$ cat config.mk
export PLATFORM = sky130hd
export DESIGN_NAME = riscv_hazard_ctrl_flat
export DESIGN_NICKNAME = d
export VERILOG_FILES = /design/src/rtl/riscv_hazard_ctrl_pkg.sv /design/src/rtl/riscv_hazard_ctrl_if.sv /design/src/rtl/riscv_hazard_ctrl_stage.sv /design/src/rtl/riscv_hazard_ctrl.sv /design/src/flat_wrapper.sv
export SDC_FILE = /design/constraint.sdc
export NUM_CORES = 1
export LEC_CHECK = 0
export ABC_CLOCK_PERIOD_IN_PS = 2150
export CORE_MARGIN = 5
export CORE_UTILIZATION = 45
export CTS_BUF_LIST = sky130_fd_sc_hd__clkbuf_4 sky130_fd_sc_hd__clkbuf_8 sky130_fd_sc_hd__clkbuf_16
export CTS_CLUSTER_SIZE = 28
export DETAILED_ROUTE_END_ITERATION = 8
export PLACE_DENSITY = 0.72
export SLEW_MARGIN = 10
export SYNTH_ARGS = -nofsm -noshare
export SYNTH_HDL_FRONTEND = slang
export SYNTH_SLANG_ARGS = --single-unit
$ cat constraint.sdc
create_clock -name clk -period 2.15 [get_ports clk]
set_input_delay 0.5375 -clock clk [delete_from_list [all_inputs] [get_ports clk]]
set_output_delay 0.5375 -clock clk [all_outputs]
set_load 0.01 [all_outputs]
$ cat src/rtl/riscv_hazard_ctrl_pkg.sv
// Shared types for the hazard/forwarding controller.
// One stage_t describes an instruction in flight after ID.
package riscv_pipe_pkg;

    localparam int RA_MAX_W    = 5;
    localparam int FWD_REGFILE = 0;

    typedef struct packed {
        logic                valid;
        logic [RA_MAX_W-1:0] rd;
        logic [RA_MAX_W-1:0] rs1;
        logic [RA_MAX_W-1:0] rs2;
        logic                rs1_used;
        logic                rs2_used;
        logic                regwrite;
        logic                memread;
    } stage_t;

    function automatic int sel_w(input int stages);
        return (stages > 1) ? $clog2(stages) : 1;
    endfunction

    // x0 is hardwired, so a producer of x0 never counts
    function automatic logic is_match(
        input stage_t              e,
        input logic [RA_MAX_W-1:0] r
    );
        return e.valid && e.regwrite &&
               (e.rd != '0) && (e.rd == r);
    endfunction

endpackage

$ cat src/rtl/riscv_hazard_ctrl_if.sv
// ID-side request and control responses of the hazard controller.
// master = decode/branch side, slave = hazard controller.
interface riscv_hazard_ctrl_if #(
    parameter int RA_W   = 5,
    parameter int STAGES = 3,
    parameter int CNT_W  = 32
);
    localparam int SEL_W = riscv_pipe_pkg::sel_w(STAGES);

    logic             id_valid;
    logic [RA_W-1:0]  id_rs1;
    logic [RA_W-1:0]  id_rs2;
    logic             id_rs1_used;
    logic             id_rs2_used;
    logic [RA_W-1:0]  id_rd;
    logic             id_regwrite;
    logic             id_memread;
    logic             br_taken;

    logic             pc_write_en;
    logic             ifid_write_en;
    logic             flush_ifid;
    logic [SEL_W-1:0] fwd_a_sel;
    logic [SEL_W-1:0] fwd_b_sel;
    logic [CNT_W-1:0] stall_cnt;
    logic [CNT_W-1:0] flush_cnt;

    modport master (
        output id_valid, id_rs1, id_rs2,
        output id_rs1_used, id_rs2_used,
        output id_rd, id_regwrite, id_memread,
        output br_taken,
        input  pc_write_en, ifid_write_en,
        input  flush_ifid,
        input  fwd_a_sel, fwd_b_sel,
        input  stall_cnt, flush_cnt
    );

    modport slave (
        input  id_valid, id_rs1, id_rs2,
        input  id_rs1_used, id_rs2_used,
        input  id_rd, id_regwrite, id_memread,
        input  br_taken,
        output pc_write_en, ifid_write_en,
        output flush_ifid,
        output fwd_a_sel, fwd_b_sel,
        output stall_cnt, flush_cnt
    );

endinterface

$ cat src/rtl/riscv_hazard_ctrl_stage.sv
// One back-end metadata register; kill turns the
// incoming entry into a bubble but keeps its fields.
module pipe_meta_stage
    import riscv_pipe_pkg::*;
(
    input  logic   clk,
    input  logic   rst,
    input  logic   i_kill,
    input  stage_t i_d,
    output stage_t o_q
);

    stage_t r_q;

    always_ff @(posedge clk or negedge rst) begin
        if (!rst) begin
            r_q <= '0;
        end else begin
            r_q       <= i_d;
            r_q.valid <= i_d.valid & ~i_kill;
        end
    end

    assign o_q = r_q;

endmodule

$ cat src/rtl/riscv_hazard_ctrl.sv
// Hazard/forwarding controller for the in-order pipeline:
// EX forwarding, load-use stall, branch flush, perf counters.
module riscv_hazard_ctrl
    import riscv_pipe_pkg::*;
#(
    parameter int STAGES   = 3,
    parameter int RA_W     = 5,
    parameter int LOAD_FWD = 2,
    parameter int BR_STAGE = 1,
    parameter int CNT_W    = 32
)(
    input  logic             clk,
    input  logic             rst,
    riscv_hazard_ctrl_if.slave hz
);

    localparam int SEL_W = sel_w(STAGES);

    stage_t              w_id;
    stage_t              w_d [STAGES];
    stage_t              w_q [STAGES];
    logic                w_kill [STAGES];
    logic [RA_W-1:0]     w_rs1_in;
    logic [RA_W-1:0]     w_rs2_in;
    logic [RA_W-1:0]     w_rd_in;
    logic                w_stall;
    logic [SEL_W-1:0]    w_fwd_a;
    logic [SEL_W-1:0]    w_fwd_b;
    logic [CNT_W-1:0]    r_stall_cnt;
    logic [CNT_W-1:0]    r_flush_cnt;

    assign w_rs1_in = hz.id_rs1;
    assign w_rs2_in = hz.id_rs2;
    assign w_rd_in  = hz.id_rd;

    always_comb begin
        w_id          = '0;
        w_id.valid    = hz.id_valid;
        w_id.rd       = RA_MAX_W'(w_rd_in);
        w_id.rs1      = RA_MAX_W'(w_rs1_in);
        w_id.rs2      = RA_MAX_W'(w_rs2_in);
        w_id.rs1_used = hz.id_rs1_used;
        w_id.rs2_used = hz.id_rs2_used;
        w_id.regwrite = hz.id_regwrite;
        w_id.memread  = hz.id_memread;
    end

    // loads younger than LOAD_FWD cannot supply data yet
    always_comb begin
        w_stall = 1'b0;
        for (int k = 0; k < LOAD_FWD - 1; k++) begin
            if (w_q[k].memread &&
                ((hz.id_rs1_used && is_match(w_q[k], w_id.rs1)) ||
                 (hz.id_rs2_used && is_match(w_q[k], w_id.rs2))))
                w_stall = 1'b1;
        end
        w_stall = w_stall & hz.id_valid;
    end

    // scan oldest to youngest so the youngest producer wins
    always_comb begin
        w_fwd_a = SEL_W'(FWD_REGFILE);
        w_fwd_b = SEL_W'(FWD_REGFILE);
        for (int k = STAGES - 1; k >= 1; k--) begin
            if (w_q[0].rs1_used && is_match(w_q[k], w_q[0].rs1))
                w_fwd_a = SEL_W'(k);
            if (w_q[0].rs2_used && is_match(w_q[k], w_q[0].rs2))
                w_fwd_b = SEL_W'(k);
        end
    end

    for (genvar g = 0; g < STAGES; g++) begin : g_stage
        if (g == 0) begin : g_head
            assign w_d[g]    = w_id;
            assign w_kill[g] = w_stall | hz.br_taken;
        end else begin : g_tail
            assign w_d[g]    = w_q[g-1];
            assign w_kill[g] = (g <= BR_STAGE) ? hz.br_taken
                                               : 1'b0;
        end

        pipe_meta_stage u_stage (
            .clk    (clk),
            .rst    (rst),
            .i_kill (w_kill[g]),
            .i_d    (w_d[g]),
            .o_q    (w_q[g])
        );
    end

    always_ff @(posedge clk or negedge rst) begin
        if (!rst) begin
            r_stall_cnt <= '0;
            r_flush_cnt <= '0;
        end else begin
            if (w_stall && !hz.br_taken && (r_stall_cnt != '1))
                r_stall_cnt <= r_stall_cnt + CNT_W'(1);
            if (hz.br_taken && (r_flush_cnt != '1))
                r_flush_cnt <= r_flush_cnt + CNT_W'(1);
        end
    end

    assign hz.pc_write_en   = ~w_stall | hz.br_taken;
    assign hz.ifid_write_en = ~w_stall | hz.br_taken;
    assign hz.flush_ifid    = hz.br_taken & rst;
    assign hz.fwd_a_sel     = w_fwd_a;
    assign hz.fwd_b_sel     = w_fwd_b;
    assign hz.stall_cnt     = r_stall_cnt;
    assign hz.flush_cnt     = r_flush_cnt;

endmodule

$ cat src/flat_wrapper.sv
// flat-port wrapper written by rule: the top's interface ports become plain ports
module riscv_hazard_ctrl_flat import riscv_pipe_pkg::*;
#(
    parameter int STAGES   = 3,
    parameter int RA_W     = 5,
    parameter int LOAD_FWD = 2,
    parameter int BR_STAGE = 1,
    parameter int CNT_W    = 32
)
  (clk, rst, hz_id_valid, hz_id_rs1, hz_id_rs2, hz_id_rs1_used, hz_id_rs2_used, hz_id_rd, hz_id_regwrite, hz_id_memread, hz_br_taken, hz_pc_write_en, hz_ifid_write_en, hz_flush_ifid, hz_fwd_a_sel, hz_fwd_b_sel, hz_stall_cnt, hz_flush_cnt);
  riscv_hazard_ctrl_if #(.RA_W(RA_W), .STAGES(STAGES), .CNT_W(CNT_W)) hz_i ();
  input  logic clk;
  input  logic rst;
  input wire logic [$bits(hz_i.id_valid)-1:0] hz_id_valid;
  input wire logic [$bits(hz_i.id_rs1)-1:0] hz_id_rs1;
  input wire logic [$bits(hz_i.id_rs2)-1:0] hz_id_rs2;
  input wire logic [$bits(hz_i.id_rs1_used)-1:0] hz_id_rs1_used;
  input wire logic [$bits(hz_i.id_rs2_used)-1:0] hz_id_rs2_used;
  input wire logic [$bits(hz_i.id_rd)-1:0] hz_id_rd;
  input wire logic [$bits(hz_i.id_regwrite)-1:0] hz_id_regwrite;
  input wire logic [$bits(hz_i.id_memread)-1:0] hz_id_memread;
  input wire logic [$bits(hz_i.br_taken)-1:0] hz_br_taken;
  output wire logic [$bits(hz_i.pc_write_en)-1:0] hz_pc_write_en;
  output wire logic [$bits(hz_i.ifid_write_en)-1:0] hz_ifid_write_en;
  output wire logic [$bits(hz_i.flush_ifid)-1:0] hz_flush_ifid;
  output wire logic [$bits(hz_i.fwd_a_sel)-1:0] hz_fwd_a_sel;
  output wire logic [$bits(hz_i.fwd_b_sel)-1:0] hz_fwd_b_sel;
  output wire logic [$bits(hz_i.stall_cnt)-1:0] hz_stall_cnt;
  output wire logic [$bits(hz_i.flush_cnt)-1:0] hz_flush_cnt;
  assign hz_i.id_valid = hz_id_valid;
  assign hz_i.id_rs1 = hz_id_rs1;
  assign hz_i.id_rs2 = hz_id_rs2;
  assign hz_i.id_rs1_used = hz_id_rs1_used;
  assign hz_i.id_rs2_used = hz_id_rs2_used;
  assign hz_i.id_rd = hz_id_rd;
  assign hz_i.id_regwrite = hz_id_regwrite;
  assign hz_i.id_memread = hz_id_memread;
  assign hz_i.br_taken = hz_br_taken;
  assign hz_pc_write_en = hz_i.pc_write_en;
  assign hz_ifid_write_en = hz_i.ifid_write_en;
  assign hz_flush_ifid = hz_i.flush_ifid;
  assign hz_fwd_a_sel = hz_i.fwd_a_sel;
  assign hz_fwd_b_sel = hz_i.fwd_b_sel;
  assign hz_stall_cnt = hz_i.stall_cnt;
  assign hz_flush_cnt = hz_i.flush_cnt;
  riscv_hazard_ctrl #(.STAGES(STAGES), .RA_W(RA_W), .LOAD_FWD(LOAD_FWD), .BR_STAGE(BR_STAGE), .CNT_W(CNT_W)) u_core (.clk(clk), .rst(rst), .hz(hz_i));
endmodule
======== Word level (Yosys, flattened, before mapping) ========
Index checks and enable logic that the tools add are counted.
storage, ports and cells
  input bits .............................. 23
  output and inout bits ................... 71
  logic and storage cells ................. 67
  flip-flop bits (word level) ............. 98
cells by class
  muxes and demuxes ....................... 5
  reductions and logical operators ........ 27
  eq/ne operators ......................... 8
  add/subtract/negate cells ............... 2
  bitwise operators ....................... 9
operators with widths
  cell                                           count
  adder 32 x 1 -> 32 bit, second input constant  2
  != test 32 bit, second input constant          2
  equality test 5 bit                            6
  logical AND 1 bit                              22
  nonzero test 5 bit                             3
  2-to-1 mux 2 bit                               4
  AND 1 bit                                      4
  NOT 1 bit                                      3
  bitwise OR 1 bit                               2
  zero test 1 bit                                1
  logical OR 1 bit                               1
  2-to-1 mux 1 bit                               1

======== Depth between registers and ports, before layout ========
Gate-level depths: netlist of the first run.
  word-level depth ........................ 11
  mapped depth ............................ 8
  mapped depth without buffers ............ 7

======== By module ========
A second synthesis of the first run with hierarchy kept.
second synthesis, totals
  cell total of the unflattened synthesis .. 424
  area total of the unflattened synthesis .. 5098.6 um^2
modules (own cells, without submodules)
  module             times used  area each (um^2)  cells each  sequential area each (um^2)
  riscv_hazard_ctrl  1           3555.9            361         1601.5
  pipe_meta_stage    3           514.2             21          500.5

======== Worst setup path after synthesis of the first run ========
OpenSTA, ideal clock, no wires.
  path kind ............................... reg-to-output
  start ................................... reg u_core.g_stage[1].u_stage.r_q, in the netlist u_core.g_stage[1].u_stage.o_q[14]
  end ..................................... out hz_fwd_a_sel[1]
  data arrival time ....................... 1559 ps
  setup slack ............................. 54 ps
  stages on the path, launching flop included .. 5
  buffers on the path ..................... 0
  required time ........................... 1612 ps
  path through ............................ dfrtp_1 or4_1 o211ai_1 nor3_1 nor3_1
between the ends
  cells in the longest elaborated chain, start to end .. 5
  elaborated cells on any way between the ends .. 6
  classes of those cells .................. eq/ne (1); mux (1); reduce/logical (4)
ends and longest elaborated chain
  item                    RTL line                       source
  start, declared         riscv_hazard_ctrl_stage.sv:13  stage_t r_q;
  start signal, assigned  riscv_hazard_ctrl_stage.sv:19  r_q <= i_d;
  nonzero test 5 bit      riscv_hazard_ctrl_pkg.sv:29    (e.rd != '0) && (e.rd == r);
  logical AND 1 bit       riscv_hazard_ctrl_pkg.sv:28    return e.valid && e.regwrite &&
  logical AND 1 bit (*)   riscv_hazard_ctrl_pkg.sv:29
  logical AND 1 bit (*)   riscv_hazard_ctrl.sv:65        if (w_q[0].rs1_used && is_match(w_q[k], w_q[0].rs1))
  2-to-1 mux 2 bit (*)    riscv_hazard_ctrl.sv:65
  end, declared           flat_wrapper.sv:26             output wire logic [$bits(hz_i.fwd_a_sel)-1:0] hz_fwd_a_sel;
Every way passes the cells marked *; elsewhere a longest branch is shown, timed or not.

======== Worst setup path in the final report of the first run ========
  start ................................... reg u_core.g_stage[1].u_stage.r_q, in the netlist u_core.g_stage[1].u_stage.o_q[14]
  end ..................................... out hz_fwd_b_sel[1]
between the ends
  cells in the longest elaborated chain, start to end .. 5
  elaborated cells on any way between the ends .. 6
  classes of those cells .................. eq/ne (1); mux (1); reduce/logical (4)
ends and longest elaborated chain
  item                   RTL line                     source
  nonzero test 5 bit     riscv_hazard_ctrl_pkg.sv:29
  logical AND 1 bit      riscv_hazard_ctrl_pkg.sv:28
  logical AND 1 bit (*)  riscv_hazard_ctrl_pkg.sv:29
  logical AND 1 bit (*)  riscv_hazard_ctrl.sv:67      if (w_q[0].rs2_used && is_match(w_q[k], w_q[0].rs2))
  2-to-1 mux 2 bit (*)   riscv_hazard_ctrl.sv:67
  end, declared          flat_wrapper.sv:27           output wire logic [$bits(hz_i.fwd_b_sel)-1:0] hz_fwd_b_sel;
Marks and branches as above.

==> results of run 1 <==
==> through the flow <==
stage          std cells  worst slack (ps)
2_1_floorplan        382              53.6
3_3_place_gp         648              -529
3_5_place_dp         648              -546
4_1_cts              666              -355
5_1_grt              673              -450
6_report             673              -351
==> logic make-up after synthesis <==
group / count (synthesis)
multiplexers: 1
flip-flops: 98
adder cells (fa/ha/maj): 2
XOR/XNOR: 91
AO/OA/AOI/OAI: 8
AND/OR/NAND/NOR: 170
buffers and inverters: 12
==> power by group through the flow <==
stage                     Clock (mW)  Sequential, mW  Combinational [mW]
final                           1.45            2.07               0.488
after global routing            1.56            2.09               0.527
after CTS                       1.49            2.08               0.495
after detailed placement           0            2.11               0.495
after global placement             0            2.10               0.481
after floorplan                    0            2.12               0.169
==> layout by cell type (no fill, tap or decap), types with 10 or more instances in the layout <==
cell,instances
sky130_fd_sc_hd__xnor2_1,39
sky130_fd_sc_hd__nor3_1,23
sky130_fd_sc_hd__dlygate4sd2_1,11
sky130_fd_sc_hd__nor2_1,27
sky130_fd_sc_hd__nand4_1,18
sky130_fd_sc_hd__dfrtp_1,93
sky130_fd_sc_hd__clkbuf_8,10
sky130_fd_sc_hd__buf_4,50
sky130_fd_sc_hd__xor2_1,51
sky130_fd_sc_hd__nand3_1,23
sky130_fd_sc_hd__nand2_1,36
sky130_fd_sc_hd__clkdlybuf4s50_1,75
==> Yosys cell counts, drive strengths merged, types with 2 or more instances <==
cell,number
a21oi,2
a31oi,2
and3,5
buf,3
dfrtp,98
ha,2
inv,8
nand2,41
nand3,24
nand4,21
nor2,29
nor3,28
nor4,13
o211ai,3
or4,2
xnor2,40
xor2,51
==> timing repair <==
item / in CTS / in global routing
setup endpoints to repair: 7 / 33
setup buffers: 2 / 7
gates resized for setup: 46 / 16
pin swaps: 14 / 13
hold buffers: 0 / 0
==> per-layer routing <==
layer	GRT usage	routed length (um)	vias up
met5	0	0	-
met4	0.0631	127	0
met3	0.0442	516	10
met2	0.291	5040	71
met1	0.242	4590	1626
li1	-	-	1618
==> critical path, stage by stage, from the launching register on <==
cell	delay, ps
sky130_fd_sc_hd__dfrtp_1	390
sky130_fd_sc_hd__or4_4	520
sky130_fd_sc_hd__o211ai_1	180
sky130_fd_sc_hd__buf_4	160
sky130_fd_sc_hd__nor3_2	50
sky130_fd_sc_hd__nor3_1	150
sky130_fd_sc_hd__buf_2	160
==> flip-flops by register name, summed over array words and instances (netlist names) <==
| register | flops |
|---|---|
| u_core.hz.stall_cnt | 32 |
| u_core.hz.flush_cnt | 32 |
| u_core.g_stage.u_stage.o_q | 34 |
==> worst max path at each step <==
stage	end	from	slack (ps)	cells after the start
after floorplan	hz_fwd_a_sel[1]	u_core.g_stage[1].u_stage.o_q[14]$_DFF_PN0_	50	4
after global placement	hz_ifid_write_en	hz_id_rs2[3]	-530	6
after detailed placement	hz_ifid_write_en	hz_id_rs2[0]	-550	6
after CTS	hz_fwd_a_sel[1]	u_core.g_stage[1].u_stage.o_q[18]$_DFF_PN0_	-350	6
after global routing	hz_fwd_a_sel[1]	u_core.g_stage[1].u_stage.o_q[14]$_DFF_PN0_	-450	6
final	hz_fwd_b_sel[1]	u_core.g_stage[1].u_stage.o_q[14]$_DFF_PN0_	-350	6
==> final cells by class <==
| class | count | area (sq um) | share of cell area |
|---|---|---|---|
| sequential | 98 | 2460 | 0.400 |
| multi-input combinational | 272 | 1910 | 0.310 |
| timing repair buffer | 146 | 1330 | 0.217 |
| tap | 133 | 166 | 0.0271 |
| clock buffer | 12 | 153 | 0.0248 |
| clock inverter | 4 | 98.8 | 0.0161 |
| inverter | 8 | 30.0 | 0.00488 |
==> run metrics, run 1 <==
dominant cell type by area after synthesis sky130_fd_sc_hd__dfrtp_1; minimum period implied by the final worst setup slack 2500 ps; synth top area cells sky130_fd_sc_hd__dfrtp_1 56%, sky130_fd_sc_hd__xor2_1 10%, sky130_fd_sc_hd__xnor2_1 8.0%, sky130_fd_sc_hd__nand2_1 3.4%, sky130_fd_sc_hd__nor3_1 3.0%; Max Transition Viols Final 0; synthesized instance count 382; Clk network pwr share 0.362; number of enable flip-flop cells after synthesis 0; clock tree root buffer cell sky130_fd_sc_hd__clkbuf_8; clock tree buffer depth 2; share of synthesized cell area in and, or, nand and nor gates 0.213; xor/xnor share of the synthesized area 0.183; Setup violations, final 4; DIE AREA 11800 sq um; final core utilization 0.641; TritonRoute pass-1 iters 4; GR Overflow Total 0; global routing usage summed across all routing layers 0.182; combinational family with the most area after synthesis simple AND/OR/NAND/NOR gates; summed negative setup slack over all endpoints -1230 ps; H-tree depth 3; class of the most critical hold timing path input pin to async pin; number of warning messages in the yosys log 0; post-synthesis adder-cell area fraction 0.00574; violations in the final reports negative setup slack; Vias per Instance 4.94; cell depth of the worst flop-to-flop path 10; relative slew slack 0.536; CP Data Required Time 1610 ps; Fin. Hold Viols 0; Clock Pin Slew Worst Setup and Hold Paths 90 ps; wire length per cell after detailed routing 15.3 um; maximum number of pins on one net before global-route repair 57; Pwr per Cell Area 653 nW/um^2; CTS sink cnt 98; ratio of cells with drive above 1 in the final layout 0.206; initial DRC count 137; capturing element type of the critical path primary output; area share of the leading cell type in the synthesized netlist 0.562; vertical die dimension 108 um; Synth Area in Compound Gates 0.0178; DRC violation count after routing 0; outcome complete, but fails checks; setup ws final -351 ps; post-synth cell types 38; instance area at placement 5780 sq um; maximum capacitance violations 0; portion of the post-synthesis area used by sequential elements 0.562; multiplexer share of the synthesized area 0.00344; number of I/O port buffers 93; synthesis-to-finish area growth 41.0%; Non-Filler Cell Area, Final 6150 sq um; Worst Path Max Fanout 2; detailed-placement wirelength estimate 7500 um; Post-Route Skew 6.44 ps; number of I/O pins 94; initial core utilization 0.454; total via count in the routed design 3325; worst reg2reg path startpoint u_core.hz.stall_cnt[1]$_DFFE_PN0P_; Worst Setup Start Kind register; remaining number of nets flagged by the antenna check after routing 0; critical path class register to primary output; final clock period utilization by the worst path 1.16; arrival time reported for the critical path endpoint 1960 ps; Diodes inserted 0; Core Footprint 9590 sq um; Crit Reg-Reg Endpoint u_core.hz.stall_cnt[7]$_DFFE_PN0P_; total nets after synthesis 407; routed wire length 10300 um; maximum VDD drop 0.377 mV; NetSw 0.964 mW; floorplan die width 108 um; FILL cells 800; unrepaired setup endpoints after global routing true; row count 36; clock buffers created by TritonCTS 9; Synth async-reset ratio 1.00; Clock Latency Late Sink 350 ps; cell area after synthesis 4360 sq um; net count of the finished layout 560; Internal 3.05 mW; Static Leakage 2.81 nW; FF-to-FF setup slack 100 ps; initial antenna violation count 0; Most used DFF post-synth sky130_fd_sc_hd__dfrtp_1; first-pass GRT wire length 16700 um; Post-Syn Area per Cell 11.4 sq um; sequential share of power 0.517; final weighted congestion in routability-driven placement 0.837; total power consumption of the routed design 4.01 mW; minimum hold slack 251 ps; share of total power consumed by net switching 0.240; Fmax 400 MHz; via count of the first global-routing pass 3413; slew at the pin closest to its max-slew limit 695 ps; portion of total power attributed to combinational logic 0.122; Synth Register Bits 98; TritonCTS clock tree built
Note: power is estimated with default switching activity, not from simulation.
==> run 2: changes to the inputs <==
- ABC_AREA: unset -> 1
- CORE_UTILIZATION: 45 -> 48
- DONT_BUFFER_PORTS: unset -> 1
- PLACE_DENSITY: 0.72 -> unset
==> run 2 against run 1 <==
Compared with the run above:
- the run ends with negative hold slack left
- via count up 34%
- worst hold slack worse by 370 ps
- core utilization down 9.8 points
- non-clock buffer count down 129
- sequential cell count unchanged
- final area down 3.4%
- combinational power down 18%
- clock skew down 1.3 ps
- cell count up 28%
- sequential power up 2%
- register-to-register slack better by 140 ps
- largest cell class is now multi-input gates
==> run metrics, run 2 <==
TritonRoute pass-1 iters 4 (unchanged); minimum hold slack -114 ps (-365 ps); synth top area cells sky130_fd_sc_hd__dfrtp_1 45%, sky130_fd_sc_hd__nand2_1 18%, sky130_fd_sc_hd__inv_1 5.2%, sky130_fd_sc_hd__nor2_1 4.1%, sky130_fd_sc_hd__xor2_1 4.0%; number of placed instances with taps included 844 (+30%); total via count in the routed design 4466 (+34%); Diodes inserted 0 (unchanged); total power consumption of the routed design 4.25 mW (+5.8%); NetSw 1.07 mW (+11%); number of warning messages in the yosys log 0 (unchanged); area share of the leading cell type in the synthesized netlist 0.453 (-0.109); Setup violations, final 0 (-4); clock tree buffer depth 2 (unchanged); Post-Syn Area per Cell 7.73 sq um (-32%); row count 38 (+5.6%); slew at the pin closest to its max-slew limit 434 ps (-261 ps); number of flip-flops under the largest register name 34 (unchanged); cell depth of the worst flop-to-flop path 11 (+1); number of standard cells in the final layout excluding fillers 860 (+28%); Max Transition Viols Final 0 (unchanged); net count of the finished layout 741 (+32%); CP Data Required Time 1610 ps (about the same); portion of total power attributed to combinational logic 0.094 (-0.028); synthesized instance count 700 (+83%); outcome complete, but fails checks; number of I/O pins 94 (unchanged); share of total power consumed by net switching 0.253 (+0.0125); Vias per Instance 5.19 (+5.1%); first-pass GRT wire length 21200 um (+27%); DRC violation count after routing 0 (unchanged); worst reg2reg path startpoint u_core.hz.stall_cnt[2]$_DFFE_PN0P_; cell area after synthesis 5410 sq um (+24%); FF-to-FF setup slack 240 ps (+140 ps); CTS sink cnt 98 (unchanged); Pwr per Cell Area 715 nW/um^2 (+9.5%); maximum capacitance violations 0 (unchanged); routed wire length 12800 um (+24%); Post-Route Skew 5.13 ps (-1.31 ps); global routing usage summed across all routing layers 0.199 (+0.0171); minimum period implied by the final worst setup slack 2080 ps (-425 ps); Synth async-reset ratio 1.00 (unchanged); FILL cells 1082 (+35%); dominant cell type by area after synthesis sky130_fd_sc_hd__dfrtp_1; detailed-placement wirelength estimate 9620 um (+28%); final weighted congestion in routability-driven placement 0.917 (+9.6%); most numerous cell types in the synthesized netlist 259 x sky130_fd_sc_hd__nand2_1, 98 x sky130_fd_sc_hd__dfrtp_1, 75 x sky130_fd_sc_hd__inv_1; capturing element type of the critical path primary output; Most used DFF post-synth sky130_fd_sc_hd__dfrtp_1; number of I/O port buffers 0 (-100%); ratio of cells with drive above 1 in the final layout 0.0958 (-0.110); number of enable flip-flop cells after synthesis 0 (unchanged); sequential share of power 0.497 (-0.020); Synth Register Bits 98 (unchanged); synthesis-to-finish area growth 9.76%; TritonCTS clock tree built; H-tree depth 3 (unchanged); Static Leakage 2.88 nW (+2.7%); count leader, synth sky130_fd_sc_hd__nand2_1; Worst Path Max Fanout 3 (+1); critical path's largest stage delay 400 ps (-120 ps); Fmax 482 MHz (+20%); Crit Reg-Reg Endpoint u_core.hz.stall_cnt[31]$_DFFE_PN0P_; floorplan die width 116 um (+7.1%); Fin. Hold Viols 98 (+98); cell-by-cell trace of the critical path xor2_1 -> nor4_1 -> nand4_1 -> nor2_1; total nets after synthesis 725 (+78%); clock tree root buffer cell sky130_fd_sc_hd__clkbuf_16; Internal 3.17 mW (+4.1%); initial core utilization 0.495 (+0.0404); Clock Latency Late Sink 340 ps (about the same); crit path max-delay cell type sky130_fd_sc_hd__dfrtp_1; critical path class register to primary output; GR Overflow Total 0 (unchanged); final clock period utilization by the worst path 0.966 (-0.198); most common cell after layout, fill and taps aside sky130_fd_sc_hd__nand2_1; arrival time reported for the critical path endpoint 1540 ps (-420 ps); Clk network pwr share 0.410 (+0.048); remaining number of nets flagged by the antenna check after routing 0 (unchanged); vertical die dimension 116 um (+7.1%); via count of the first global-routing pass 4382 (+28%); violations in the final reports negative hold slack; most frequent cells in the layout 259 x sky130_fd_sc_hd__nand2_1, 98 x sky130_fd_sc_hd__dfrtp_1, 75 x sky130_fd_sc_hd__inv_1; clock buffers created by TritonCTS 9 (unchanged); unrepaired setup endpoints after global routing true; class of the most critical hold timing path input pin to async pin; wire length per cell after detailed routing 14.9 um (-2.6%); relative slew slack 0.710 (+0.174); post-synth cell types 32 (-16%); Worst Setup Start Kind register; DIE AREA 13500 sq um (+15%); Clock Pin Slew Worst Setup and Hold Paths 60 ps (-30 ps); maximum number of pins on one net before global-route repair 100 (+75%); final core utilization 0.543 (-0.0977); initial DRC count 333 (+140%); initial antenna violation count 0 (unchanged); Core Footprint 10900 sq um (+14%); maximum VDD drop 0.466 mV (+23%); portion of the post-synthesis area used by sequential elements 0.453 (-0.109)
[run 2: cell types whose count changed after synthesis, sizes merged, moves of 8 or more]
cell / change
buf: +9
inv: +75
nand2: +221
nand3: +8
nand3b: +26
nor2: +39
o21ai: +23
xnor2: -28
xor2: -26
[run 2: how the worst max path moves through the flow]
stage	from	endpoint	slack (ps)	depth (start not counted)
after floorplan	u_core.g_stage[1].u_stage.o_q[14]$_DFF_PN0_	hz_fwd_a_sel[1]	270	6
after global placement	hz_id_rs2[4]	u_core.hz.stall_cnt[18]$_DFFE_PN0P_	310	12
after detailed placement	u_core.hz.stall_cnt[2]$_DFFE_PN0P_	u_core.hz.stall_cnt[31]$_DFFE_PN0P_	270	11
after global routing	u_core.g_stage[0].u_stage.o_q[10]$_DFF_PN0_	hz_fwd_a_sel[1]	-50	4
after CTS	u_core.g_stage[1].u_stage.o_q[16]$_DFF_PN0_	hz_fwd_b_sel[1]	20	5
final	u_core.g_stage[0].u_stage.o_q[10]$_DFF_PN0_	hz_fwd_a_sel[1]	70	4
[run 2: cells by family (layout without fill, tap and decap cells)]
kind of cell             after synthesis  count (layout)  synth area share
AND/OR/NAND/NOR                      437             437             0.363
flip-flops                            98              98             0.453
buffers and inverters                 95             115            0.0809
XOR/XNOR                              37              37            0.0599
AO/OA/AOI/OAI                         31              31            0.0382
adder cells (fa/ha/maj)                2               2           0.00462
[run 2: power groups by stage]
stage | clock network [mW] | logic, mW | registers [mW]
finish | 1.74 | 0.399 | 2.11
global route | 1.89 | 0.450 | 2.13
CTS | 1.79 | 0.401 | 2.11
detailed placement | 0 | 0.396 | 2.15
global placement | 0 | 0.383 | 2.14
floorplan | 0 | 0.288 | 2.13
[run 2: per-layer routing]
layer,global-route usage,wire length (um),vias up
met3,0.0575,868,23
met4,0.0882,318,0
met5,0,0,-
met1,0.254,5690,2104
met2,0.316,5910,104
li1,-,-,2235
[run 2: cell type report]
cell class	count	area, sq um	area share
tap	140	175	0.0295
inverter	83	314	0.0529
clock buffer	11	246	0.0415
timing repair buffer	17	140	0.0236
multi-input combinational	507	2530	0.427
clock inverter	4	76.3	0.0129
sequential	98	2450	0.413
[run 2: worst max-delay path: cells and delay by family (launching register included)]
family / cells / cell delay [ps]
XOR/XNOR: 1 / 160
flip-flops: 1 / 400
AND/OR/NAND/NOR: 3 / 640
[run 2: per-stage QoR]
step                setup slack, ps  TNS, ps  hold slack, ps  cell area [sq um]
floorplan                       270        0             242               5410
global placement                308        0             244               5600
detailed placement              269        0             245               5600
CTS                            17.8        0            -130               5930
global route                  -45.6    -90.9            -138               5940
finish                         73.7        0            -114               5940
[run 2: repair_timing]
action,in CTS,in global routing
gates resized for setup,1,2
pin swaps,0,1
endpoints found under the hold margin,98,98
endpoints found under the setup margin,2,3
buffers inserted,1,0
==> run 3: changes to the inputs <==
- REMOVE_ABC_BUFFERS: unset -> 1
==> run 3 against run 2 <==
Compared with the run above:
- global-route usage grew 0.24 points
- sequential power is essentially flat
- clock power is essentially flat
- power grew 0.72%
- routed wire length shrank 1.0%
- the flow still finishes with violations (negative hold slack)
- critical path type unchanged
==> run metrics, run 3 (same netlist as run 2, synthesis figures left out) <==
outcome complete, but fails checks; violations in the final reports negative hold slack; Fin. Hold Viols 98 (unchanged); synthesis-to-finish area growth 10.6%; family with the most delay on the worst path simple AND/OR/NAND/NOR gates; initial DRC count 268 (-20%); minimum hold slack -117 ps (-3.23 ps); maximum capacitance violations 0 (unchanged); total via count in the routed design 4479 (+0.29%); Clock Pin Slew Worst Setup and Hold Paths 70 ps (about the same); Crit Reg-Reg Endpoint u_core.hz.flush_cnt[5]$_DFFE_PN0P_; final clock period utilization by the worst path 0.993 (+0.0269); Clock Latency Late Sink 350 ps (about the same); critical path's largest stage delay 420 ps (+20 ps); crit path max-delay cell type sky130_fd_sc_hd__dfrtp_1; final weighted congestion in routability-driven placement 0.909 (-0.96%); clock tree root buffer cell sky130_fd_sc_hd__clkbuf_16; first-pass GRT wire length 21500 um (+1.1%); Worst Path Max Fanout 3 (unchanged); number of standard cells in the final layout excluding fillers 862 (+0.23%); Diodes inserted 0 (unchanged); FF-to-FF setup slack 220 ps (-20 ps); GR Overflow Total 0 (unchanged); Non-Filler Cell Area, Final 5990 sq um (+0.80%); instance area at placement 5590 sq um (-0.13%); unrepaired setup endpoints after global routing true; Static Leakage 2.90 nW (+0.53%); number of placed instances with taps included 843 (-0.12%); most common cell after layout, fill and taps aside sky130_fd_sc_hd__nand2_1; Fmax 469 MHz (-2.7%); combined buffer and inverter count along the critical path 1 (+1); CTS sink cnt 98 (unchanged); minimum period implied by the final worst setup slack 2130 ps (+57.9 ps); TritonCTS clock tree built; number of I/O pins 94 (unchanged); maximum VDD drop 0.364 mV (-22%); Post-Route Skew 8.19 ps (+3.06 ps); Vias per Instance 5.20 (about the same); floorplan die width 116 um (unchanged); most frequent cells in the layout 259 x sky130_fd_sc_hd__nand2_1, 98 x sky130_fd_sc_hd__dfrtp_1, 74 x sky130_fd_sc_hd__inv_1; via count of the first global-routing pass 4367 (-0.34%); slew at the pin closest to its max-slew limit 444 ps (+10.0 ps); Core Footprint 10900 sq um (unchanged); H-tree depth 3 (unchanged); DRC violation count after routing 0 (unchanged); CP Data Required Time 1610 ps (about the same); wire length per cell after detailed routing 14.7 um (-1.3%); global routing usage summed across all routing layers 0.201 (+0.00237); critical path class register to primary output; number of flip-flops under the largest register name 34 (unchanged); cell-by-cell trace of the critical path buf_4 -> xor2_1 -> nor4_1 -> nand4_1 -> nor2_2; initial antenna violation count 1 (+1); relative slew slack 0.704 (-0.00670); ratio of cells with drive above 1 in the final layout 0.107 (+0.0108); Worst Setup Start Kind register; initial core utilization 0.495 (unchanged); net count of the finished layout 742 (+0.13%); Max Transition Viols Final 0 (unchanged); TritonRoute pass-1 iters 5 (+1); detailed-placement wirelength estimate 9630 um (+0.12%); FILL cells 1045 (-3.4%); DIE AREA 13500 sq um (unchanged); capturing element type of the critical path primary output; Pwr per Cell Area 715 nW/um^2 (about the same); Setup violations, final 0 (unchanged); clock buffers created by TritonCTS 9 (unchanged); arrival time reported for the critical path endpoint 1600 ps (+60 ps); row count 38 (unchanged); final core utilization 0.547 (+0.00435); number of I/O port buffers 0 (unchanged); class of the most critical hold timing path input pin to async pin; cell depth of the worst flop-to-flop path 10 (-1); maximum number of pins on one net before global-route repair 100 (unchanged); routed wire length 12700 um (-1.0%); vertical die dimension 116 um (unchanged); remaining number of nets flagged by the antenna check after routing 0 (unchanged); worst reg2reg path startpoint u_core.hz.flush_cnt[1]$_DFFE_PN0P_; clock tree buffer depth 2 (unchanged)
## run 3: changes by cell type in the layout (fill, tap and decap cells not counted), sizes merged
cell / previous run / this run
buf: 17 / 18
clkinv: 1 / 2
clkinvlp: 1 / 0
inv: 83 / 84
## run 3: area by class of cell
cell class,instances,area (sq um),area share
sequential,98,2450,0.410
clock buffer,11,240,0.0401
tap,140,175,0.0293
multi-input combinational,507,2570,0.429
inverter,83,314,0.0525
timing repair buffer,18,148,0.0247
clock inverter,5,86.3,0.0144
## run 3: metrics by stage
stage               setup slack [ps]  TNS [ps]  total power [mW]
floorplan                        166         0              2.40
global placement                 190         0              2.52
detailed placement               205         0              2.54
CTS                             12.5         0              4.32
global route                   -72.8      -122              4.48
finish                          15.8         0              4.28
## run 3: routing by layer
layer	vias up	GRT usage	share of wire
met2	123	0.320	0.47
met1	2078	0.258	0.44
met3	30	0.0549	0.069
li1	2246	-	-
met4	2	0.0889	0.027
met5	-	0	0.0010
## run 3: timing repair
action / 4_1_cts / 5_1_grt
pin swaps: 1 / 3
hold endpoints to repair: 98 / 98
resized for setup: 1 / 12
setup buffers: 1 / 2
endpoints found under the setup margin: 2 / 4
## run 3: power by group
group	internal (mW)	leakage [nW]	switching, mW
combinational	0.167	1.46	0.242
sequential	1.95	1.27	0.153
clock	1.05	0.161	0.710
## run 3: how the worst max path moves through the flow
stage                                                      from                             endpoint  slack [ps]  cells after the start
CTS                 u_core.g_stage[1].u_stage.o_q[17]$_DFF_PN0_                      hz_fwd_b_sel[1]          10                      6
global placement             u_core.hz.flush_cnt[8]$_DFFE_PN0P_  u_core.hz.flush_cnt[19]$_DFFE_PN0P_         190                      7
floorplan                    u_core.hz.stall_cnt[0]$_DFFE_PN0P_  u_core.hz.stall_cnt[18]$_DFFE_PN0P_         170                     11
detailed placement           u_core.hz.flush_cnt[8]$_DFFE_PN0P_  u_core.hz.flush_cnt[19]$_DFFE_PN0P_         200                      7
finish               u_core.g_stage[0].u_stage.o_q[9]$_DFF_PN0_                      hz_fwd_a_sel[1]          20                      5
global route         u_core.g_stage[0].u_stage.o_q[9]$_DFF_PN0_                      hz_fwd_a_sel[0]         -70                      5
